--- src/rtl/count_pwm_gen_if.sv ---
// count_pwm_gen_if: counter/duty inputs and PWM/status outputs of count_pwm_gen.
interface count_pwm_gen_if #(parameter int LAP_W = 8);
  logic enable;
  logic [3:0] count;
  logic [3:0] duty_in;
  logic duty_wr;
  logic duty_ack;
  logic pwm_out;
  logic wrap;
  logic [LAP_W-1:0] lap_count;
  logic running;
  logic stalled;
  modport master (
    output enable, count, duty_in, duty_wr,
    input duty_ack, pwm_out, wrap, lap_count, running, stalled
  );
  modport slave (
    input enable, count, duty_in, duty_wr,
    output duty_ack, pwm_out, wrap, lap_count, running, stalled
  );
endinterface

--- src/rtl/count_pwm_gen.sv ---
// count_pwm_gen: phase-tracking PWM from a mod-16 count with wrap/lap/discontinuity detection.
// Optional stall detector enabled by defining COUNT_PWM_STALL_DETECT_EN.
module count_pwm_gen #(
  parameter int LAP_W = 8,
  parameter int STALL_CYCLES = 16
) (
  input logic clk,
  input logic reset,
  count_pwm_gen_if.slave bus
);
  localparam logic [1:0] IDLE = 2'd0, SYNC = 2'd1, RUN = 2'd2;
  logic [1:0] state, nxt;
  logic [3:0] prev, duty_active, duty_pend, duty_eff;
  logic [LAP_W-1:0] lap;
  logic pend, ev, disc, hold, active, commit, stall_nxt;
  logic pwm, wrap_r, ack, running, stalled;
  assign ev = prev == 4'd15 && bus.count == 4'd0;
  assign hold = bus.count == prev;
  assign disc = !hold && bus.count != prev + 4'd1;
  assign active = state != IDLE;
  assign commit = ev && active && pend;
  // A duty committed this cycle already governs this cycle's compare.
  assign duty_eff = commit ? duty_pend : duty_active;
  always_comb
    nxt = !bus.enable ? IDLE :
          state == IDLE ? SYNC :
          state == SYNC ? (ev ? RUN : SYNC) :
          state == RUN ? (disc ? SYNC : RUN) : IDLE;
`ifdef COUNT_PWM_STALL_DETECT_EN
  localparam int SW = $clog2(STALL_CYCLES + 1);
  logic [SW-1:0] stall_cnt, stall_cnt_nxt;
  always_comb
    stall_cnt_nxt = (state == RUN && hold) ?
                    (stall_cnt == SW'(STALL_CYCLES) ? stall_cnt : stall_cnt + 1'b1) : '0;
  assign stall_nxt = nxt == RUN && hold && stall_cnt_nxt == SW'(STALL_CYCLES);
  always_ff @(posedge clk or posedge reset)
    if (reset) stall_cnt <= '0;
    else stall_cnt <= stall_cnt_nxt;
`else
  logic unused_stall;
  assign unused_stall = STALL_CYCLES != 0;
  assign stall_nxt = 1'b0;
`endif
  always_ff @(posedge clk or posedge reset)
    if (reset) begin
      state <= IDLE;
      prev <= '0;
      duty_active <= '0;
      duty_pend <= '0;
      pend <= 1'b0;
      lap <= '0;
      pwm <= 1'b0;
      wrap_r <= 1'b0;
      ack <= 1'b0;
      running <= 1'b0;
      stalled <= 1'b0;
    end else begin
      state <= nxt;
      prev <= bus.count;
      running <= nxt == RUN;
      stalled <= stall_nxt;
      pwm <= nxt == RUN && !stall_nxt && bus.count < duty_eff;
      wrap_r <= ev && active;
      ack <= commit;
      if (ev && active) lap <= lap + 1'b1;
      if (commit) duty_active <= duty_pend;
      // A write colliding with a commit becomes the next pending value.
      if (bus.duty_wr) begin
        duty_pend <= bus.duty_in;
        pend <= 1'b1;
      end else if (commit) pend <= 1'b0;
    end
  assign bus.pwm_out = pwm;
  assign bus.wrap = wrap_r;
  assign bus.duty_ack = ack;
  assign bus.lap_count = lap;
  assign bus.running = running;
  assign bus.stalled = stalled;
endmodule

--- src/flat_wrapper.sv ---
// flat-port wrapper written by rule: the top's interface ports become plain ports
module count_pwm_gen_flat 
#(
  parameter int LAP_W = 8,
  parameter int STALL_CYCLES = 16
)
  (clk, reset, bus_enable, bus_count, bus_duty_in, bus_duty_wr, bus_duty_ack, bus_pwm_out, bus_wrap, bus_lap_count, bus_running, bus_stalled);
  count_pwm_gen_if #(.LAP_W(LAP_W)) bus_i ();
  input logic clk;
  input logic reset;
  input wire logic [$bits(bus_i.enable)-1:0] bus_enable;
  input wire logic [$bits(bus_i.count)-1:0] bus_count;
  input wire logic [$bits(bus_i.duty_in)-1:0] bus_duty_in;
  input wire logic [$bits(bus_i.duty_wr)-1:0] bus_duty_wr;
  output wire logic [$bits(bus_i.duty_ack)-1:0] bus_duty_ack;
  output wire logic [$bits(bus_i.pwm_out)-1:0] bus_pwm_out;
  output wire logic [$bits(bus_i.wrap)-1:0] bus_wrap;
  output wire logic [$bits(bus_i.lap_count)-1:0] bus_lap_count;
  output wire logic [$bits(bus_i.running)-1:0] bus_running;
  output wire logic [$bits(bus_i.stalled)-1:0] bus_stalled;
  assign bus_i.enable = bus_enable;
  assign bus_i.count = bus_count;
  assign bus_i.duty_in = bus_duty_in;
  assign bus_i.duty_wr = bus_duty_wr;
  assign bus_duty_ack = bus_i.duty_ack;
  assign bus_pwm_out = bus_i.pwm_out;
  assign bus_wrap = bus_i.wrap;
  assign bus_lap_count = bus_i.lap_count;
  assign bus_running = bus_i.running;
  assign bus_stalled = bus_i.stalled;
  count_pwm_gen #(.LAP_W(LAP_W), .STALL_CYCLES(STALL_CYCLES)) u_core (.clk(clk), .reset(reset), .bus(bus_i));
endmodule
--- config.mk ---
export PLATFORM = sky130hd
export DESIGN_NAME = count_pwm_gen_flat
export DESIGN_NICKNAME = d
export VERILOG_FILES = /design/src/rtl/count_pwm_gen_if.sv /design/src/rtl/count_pwm_gen.sv /design/src/flat_wrapper.sv
export SDC_FILE = /design/constraint.sdc
export NUM_CORES = 1
export LEC_CHECK = 0
export ABC_AREA = 0
export CORE_ASPECT_RATIO = 1.2
export CORE_MARGIN = 2
export CORE_UTILIZATION = 40
export CTS_BUF_LIST = sky130_fd_sc_hd__clkbuf_16
export DETAILED_ROUTE_END_ITERATION = 7
export PLACE_DENSITY = 0.72
export SLEW_MARGIN = 20
export SYNTH_ARGS = -nofsm -noshare
export SYNTH_HDL_FRONTEND = slang
export SYNTH_SLANG_ARGS = --single-unit
--- constraint.sdc ---
create_clock -name clk -period 2.07 [get_ports clk]
set_input_delay 0.414 -clock clk [delete_from_list [all_inputs] [get_ports clk]]
set_output_delay 0.414 -clock clk [all_outputs]
set_load 0.01 [all_outputs]
Word level (Yosys, flattened, before mapping)
Index checks and enable logic that the tools add are counted.

operators by class
  $add $sub $neg = 2
  multiply operators = 0
  div/mod/pow operators = 0
  order comparisons = 1
  equal/unequal tests = 6
  shift operators = 0
  muxes and demuxes = 9
  bitwise gates (word level) = 0
  reduce and logical (&&, ||, !) cells = 10

operator list
  operator             number
  $mux 2               6
  $add 8x1->8 const B  1
  $logic_and 1x1->1    5
  $add 4x1->4 const B  1
  $eq 2x2->1 const B   2
  $eq 4x4->1           1
  $eq 4x4->1 const B   1
  $logic_not 4->1      1
  $lt 4x4->1           1
  $mux 4               1
  $ne 4x4->1           1
  $reduce_bool 2->1    2
  $eq 2x1->1 const B   1
  $logic_not 2->1      1
  $mux 1               2
  $logic_not 1->1      1

word-level totals
  flip-flop bits (word level) = 27
  latch bits = 0
  memory bits (writable) = 0
  ROM bits = 0
  input bits = 12
  output and inout port bits = 13
  logic and storage cells = 38
  memories kept = 0

Depth between registers and ports, before layout
  word-level depth = 10
  depth in mapped cells = 8
  depth with buffers taken out = 8

Least setup slack after synthesis
Ideal clock, no wire load.

  path type = input port to flip-flop
  from = in bus_count[0]
  to = reg u_core.pwm, in the netlist u_core.bus.pwm_out
  setup time = 0.068 ns
  arrival = 2.265 ns
  required time = 2.002 ns
  path slack = -0.262 ns
  stages on the path = 8
  path buffers = 1
  cell sequence = or3_1 -> buf_2 -> nor4_4 -> mux2i_1 -> ha_1 -> a21o_1 -> a21oi_1 -> and4_1

on the way
  elaborated cells between the ends (all ways) = 18
  those cells by class = 1 x order compare; 3 x eq/ne; 7 x mux; 7 x reduce/logical

RTL lines
  element                         line                 RTL
  start: declaration              flat_wrapper.sv:12   input wire logic [$bits(bus_i.count)-1:0] bus_count;
  $logic_not 4->1                 count_pwm_gen.sv:17  assign ev = prev == 4'd15 && bus.count == 4'd0;
  $logic_and 1x1->1               count_pwm_gen.sv:17
  $logic_and 1x1->1 (2 in a row)  count_pwm_gen.sv:21  assign commit = ev && active && pend;
  net u_core.commit               count_pwm_gen.sv:15  logic pend, ev, disc, hold, active, commit, stall_nxt;
  $mux 4                          count_pwm_gen.sv:23  assign duty_eff = commit ? duty_pend : duty_active;
  $lt 4x4->1                      count_pwm_gen.sv:62  pwm <= nxt == RUN && !stall_nxt && bus.count < duty_eff;
  $logic_and 1x1->1               count_pwm_gen.sv:62
  end signal: assignment          count_pwm_gen.sv:62
  end: declaration                count_pwm_gen.sv:16  logic pwm, wrap_r, ack, running, stalled;

The timed path passes the listed nets, and every way through them passes these cells.
A chain may end at the register's enable or synchronous reset.

Worst setup path in the final report
  from = reg u_core.prev[0]
  to = reg u_core.pwm, in the netlist u_core.bus.pwm_out

on the way
  elaborated cells between the ends (all ways) = 19
  those cells by class = 1 x add/sub; 1 x order compare; 4 x eq/ne; 7 x mux; 6 x reduce/logical

RTL lines
  element                         line                 RTL
  start: declaration              count_pwm_gen.sv:13  logic [3:0] prev, duty_active, duty_pend, duty_eff;
  start signal: assignment        count_pwm_gen.sv:59  prev <= bus.count;
  $eq 4x4->1                      count_pwm_gen.sv:17
  $logic_and 1x1->1               count_pwm_gen.sv:17
  $logic_and 1x1->1 (2 in a row)  count_pwm_gen.sv:21
  net u_core.commit               count_pwm_gen.sv:15
  $mux 4                          count_pwm_gen.sv:23
  $lt 4x4->1                      count_pwm_gen.sv:62
  $logic_and 1x1->1               count_pwm_gen.sv:62

The timed path passes the listed nets, and every way through them passes these cells.

==> flow_summary.yaml <==
status:
  status: "complete, but fails checks"
  violations: "setup timing"
critical_path:
  worstSetupPathType: "flop to flop"
  crit_buf_inv: 1
  arrival_ps: 2440
  cp_data_required_time_ps: 2220
  cpPeakStageDelay_ps: 420
  crit_path_top_delay_cell: "nor4_4"
  end_kind: "flop"
  rrSetupSlack_ps: -210
  start_kind: "flop"
  cp_max_fo: 3
  critPathTopFamily: "simple AND/OR/NAND/NOR gates"
  crit_chain: "ha_2 -> nand4b_1 -> nor4_4 -> buf_4 -> mux2i_4 -> ha_1 -> nand3_1 -> a21o_1 -> and4_1"
global_routing:
  grtUsageMet3: 0.0415
  use_met2: 0.298
  track_usage: 0.177
  grt_pass1_vias: 968
  grt_pass1_wl_um: 4370
  top_usage_layer: "met2"
  grt_max_degree: 28
  antenna_found_initial: 0
  grt_overflow: 0
  met1_usage: 0.198
timing:
  tns_ps: -213
  fin_ws_ps: -213
  finalHoldViolCount: 0
  rsz0062_at_grt: "yes"
  setup_viol: 1
  fmax_mhz: 438
  clock_skew_ps: 4.73
  period_minus_slack_ps: 2280
  post-route-period-util: 1.10
  hold-worst-slack_ps: 402
  drv_slew: 0
power_and_ir_drop:
  p_int_uw: 889
  swShare: 0.224
  netSwitchingPower_uw: 257
  p_clk_frac: 0.391
  leakage_uw: 0.000858
  vdd.ir_drop.worst_uv: 598
  seqPwrFrac: 0.489
  powerDensity_nw_per_um2: 641
  pwr-share-comb: 0.121
route:
  wire_per_inst_um: 13.5
  drt_wl_total_um: 2450
  vias: 886
  drtAntennaViolNets: 0
  dr.pass1.iters: 2
  routed_via_density: 4.87
  drtIter0Drc: 4
  drcViolationCount: 0
place:
  portBuffers: 23
  gp_congestion: 0.724
  dp_hpwl_um: 1800
  place_worst_setup_slack_ps: -672
floorplan:
  io_pins: 25
  die_h_um: 64.6
  die_area_um2: 3520
  start_util: 0.408
  die_x_um: 54.5
  core_um2: 3000
  rows: 22
yosys:
  ys_ff_latch: 27
  synth_fp_nets: 113
  synthCells: 96
  yosysTopAreaCell: "dfrtp_1"
  yosys_warnings: 0
  syn_area_um2: 1220
  ys_dominant_reg_cell: "dfrtp_1"
  ys_seq_area_frac: 0.552
  ys_types: 30
  synth_top_area_share: 0.552
  postSynth.asyncResetShare: 1.00
  synth-edff-count: 0
  syn_avg_cell_area_um2: 12.8
  synth.area.top_cells: "dfrtp_1 (55%), ha_1 (5.1%), xor2_1 (5.0%), mux2_2 (4.6%), xnor2_1 (4.3%)"
clocking:
  tritoncts: "yes"
  clkTransAtPathRegs_ps: 60
  cts_buffer_depth: 2
  cts_htree_levels: 1
  clkSinkCount: 27
  root_buffer: "clkbuf_16"
  cts_inserted_buffers: 3
  clk_latency_ps: 260
layout:
  ff_latch_area_um2: 676
  multiInputGateArea_um2: 534
  area_delta_synth_final_pct: 46.0
  antennaDiodeCount: 0
  mostFrequentLayoutCell: "dfrtp_1"
  fillers: 245
  final_cell_mix: "dfrtp_1 (27), buf_4 (22), clkdlybuf4s50_1 (19), xor2_1 (7)"
  drive_gt1_frac: 0.308
  nNetsFinal: 164
min_path:
  hold_path_class: "input port to flop"
run:
  maxCapViolCount: 0
==> final cells by class <==
type,count,share of cell area
inverter,7,0.0147
clock buffer,3,0.0420
clock inverter,1,0.00420
tap,36,0.0252
timing repair buffer,48,0.237
sequential,27,0.378
multi-input combinational,60,0.299
==> worst paths after layout <==
kind,cells past startpoint,to,startpoint
hold reg to reg,1,u_core.bus.lap_count[7],u_core.bus.lap_count[7]
max in group asynchronous,3,u_core.prev[0],reset
setup / recovery,9,u_core.bus.pwm_out,u_core.prev[0]
setup reg to reg,9,u_core.bus.pwm_out,u_core.prev[0]
hold / removal,2,u_core.prev[2],bus_count[2]
min in group asynchronous,3,u_core.bus.lap_count[7],reset
==> synth_stat cells (2+ instances only) <==
cell	number
dfrtp_1	27
inv_1	7
xor2_1	7
xnor2_1	6
ha_1	5
mux2_2	5
nand3_1	4
nor2_1	4
mux2i_1	3
a21o_1	2
and2_1	2
and4_1	2
nand2_1	2
nand4_1	2
nor4_1	2
o21bai_1	2
==> metrics by stage <==
step	instances	total power, µW	util	instance area, µm²
5_1_grt	182	1210	0.596	1790
3_3_place_gp	170	686	0.538	1620
6_report	182	1150	0.596	1790
3_5_place_dp	170	692	0.538	1620
2_1_floorplan	96	630	-	1220
4_1_cts	184	1150	0.601	1800
==> worst register-to-register path, delay by kind of cell (launching register included) <==
kind | cells | cell delay, ps
adders and majority gates | 2 | 390
buffers and inverters | 1 | 200
and+or+nand+nor | 4 | 840
DFF | 1 | 360
muxes | 1 | 230
AOI/OAI and AO/OA | 1 | 150
==> what timing repair did <==
item                                    in CTS  in global routing
hold buffers                                 0                  0
resized for setup                           20                  2
gates cloned                                 0                  0
endpoints found under the setup margin       2                  2
pin swaps                                    9                  7
setup buffers                               10                  1
==> per-layer routing <==
| layer | vias up | wire length, µm |
|---|---|---|
| li1 | 424 | - |
| met1 | 433 | 972 |
| met2 | 23 | 1310 |
| met3 | 6 | 107 |
| met4 | 0 | 64 |
| met5 | - | 0 |
==> state kept, by name, summed over array words and instances, names as in the netlist, 2 cells and up <==
register / flops
u_core.bus.lap_count: 8
u_core.prev: 4
u_core.state: 2
u_core.duty_pend: 4
u_core.duty_active: 4
==> kinds of logic (layout without fill, tap and decap cells) <==
group | Yosys count | count (layout) | synth area share
buffers and inverters | 9 | 59 | 0.0317
other | 1 | 1 | 0.00306
and+or+nand+nor | 24 | 24 | 0.127
adders and majority gates | 5 | 5 | 0.0511
muxes | 9 | 9 | 0.0827
AOI/OAI and AO/OA | 7 | 7 | 0.0419
xor gates and xnor gates | 14 | 14 | 0.111
DFF | 27 | 27 | 0.552
==> power by group through the flow <==
stage / registers (µW) / logic, µW / clock network [µW]
CTS: 559 / 141 / 454
floorplan: 567 / 63.5 / 0
global placement: 567 / 119 / 0
detailed placement: 569 / 123 / 0
global route: 562 / 156 / 488
finish: 560 / 138 / 448
No activity file was read; power rests on OpenSTA's default activity.
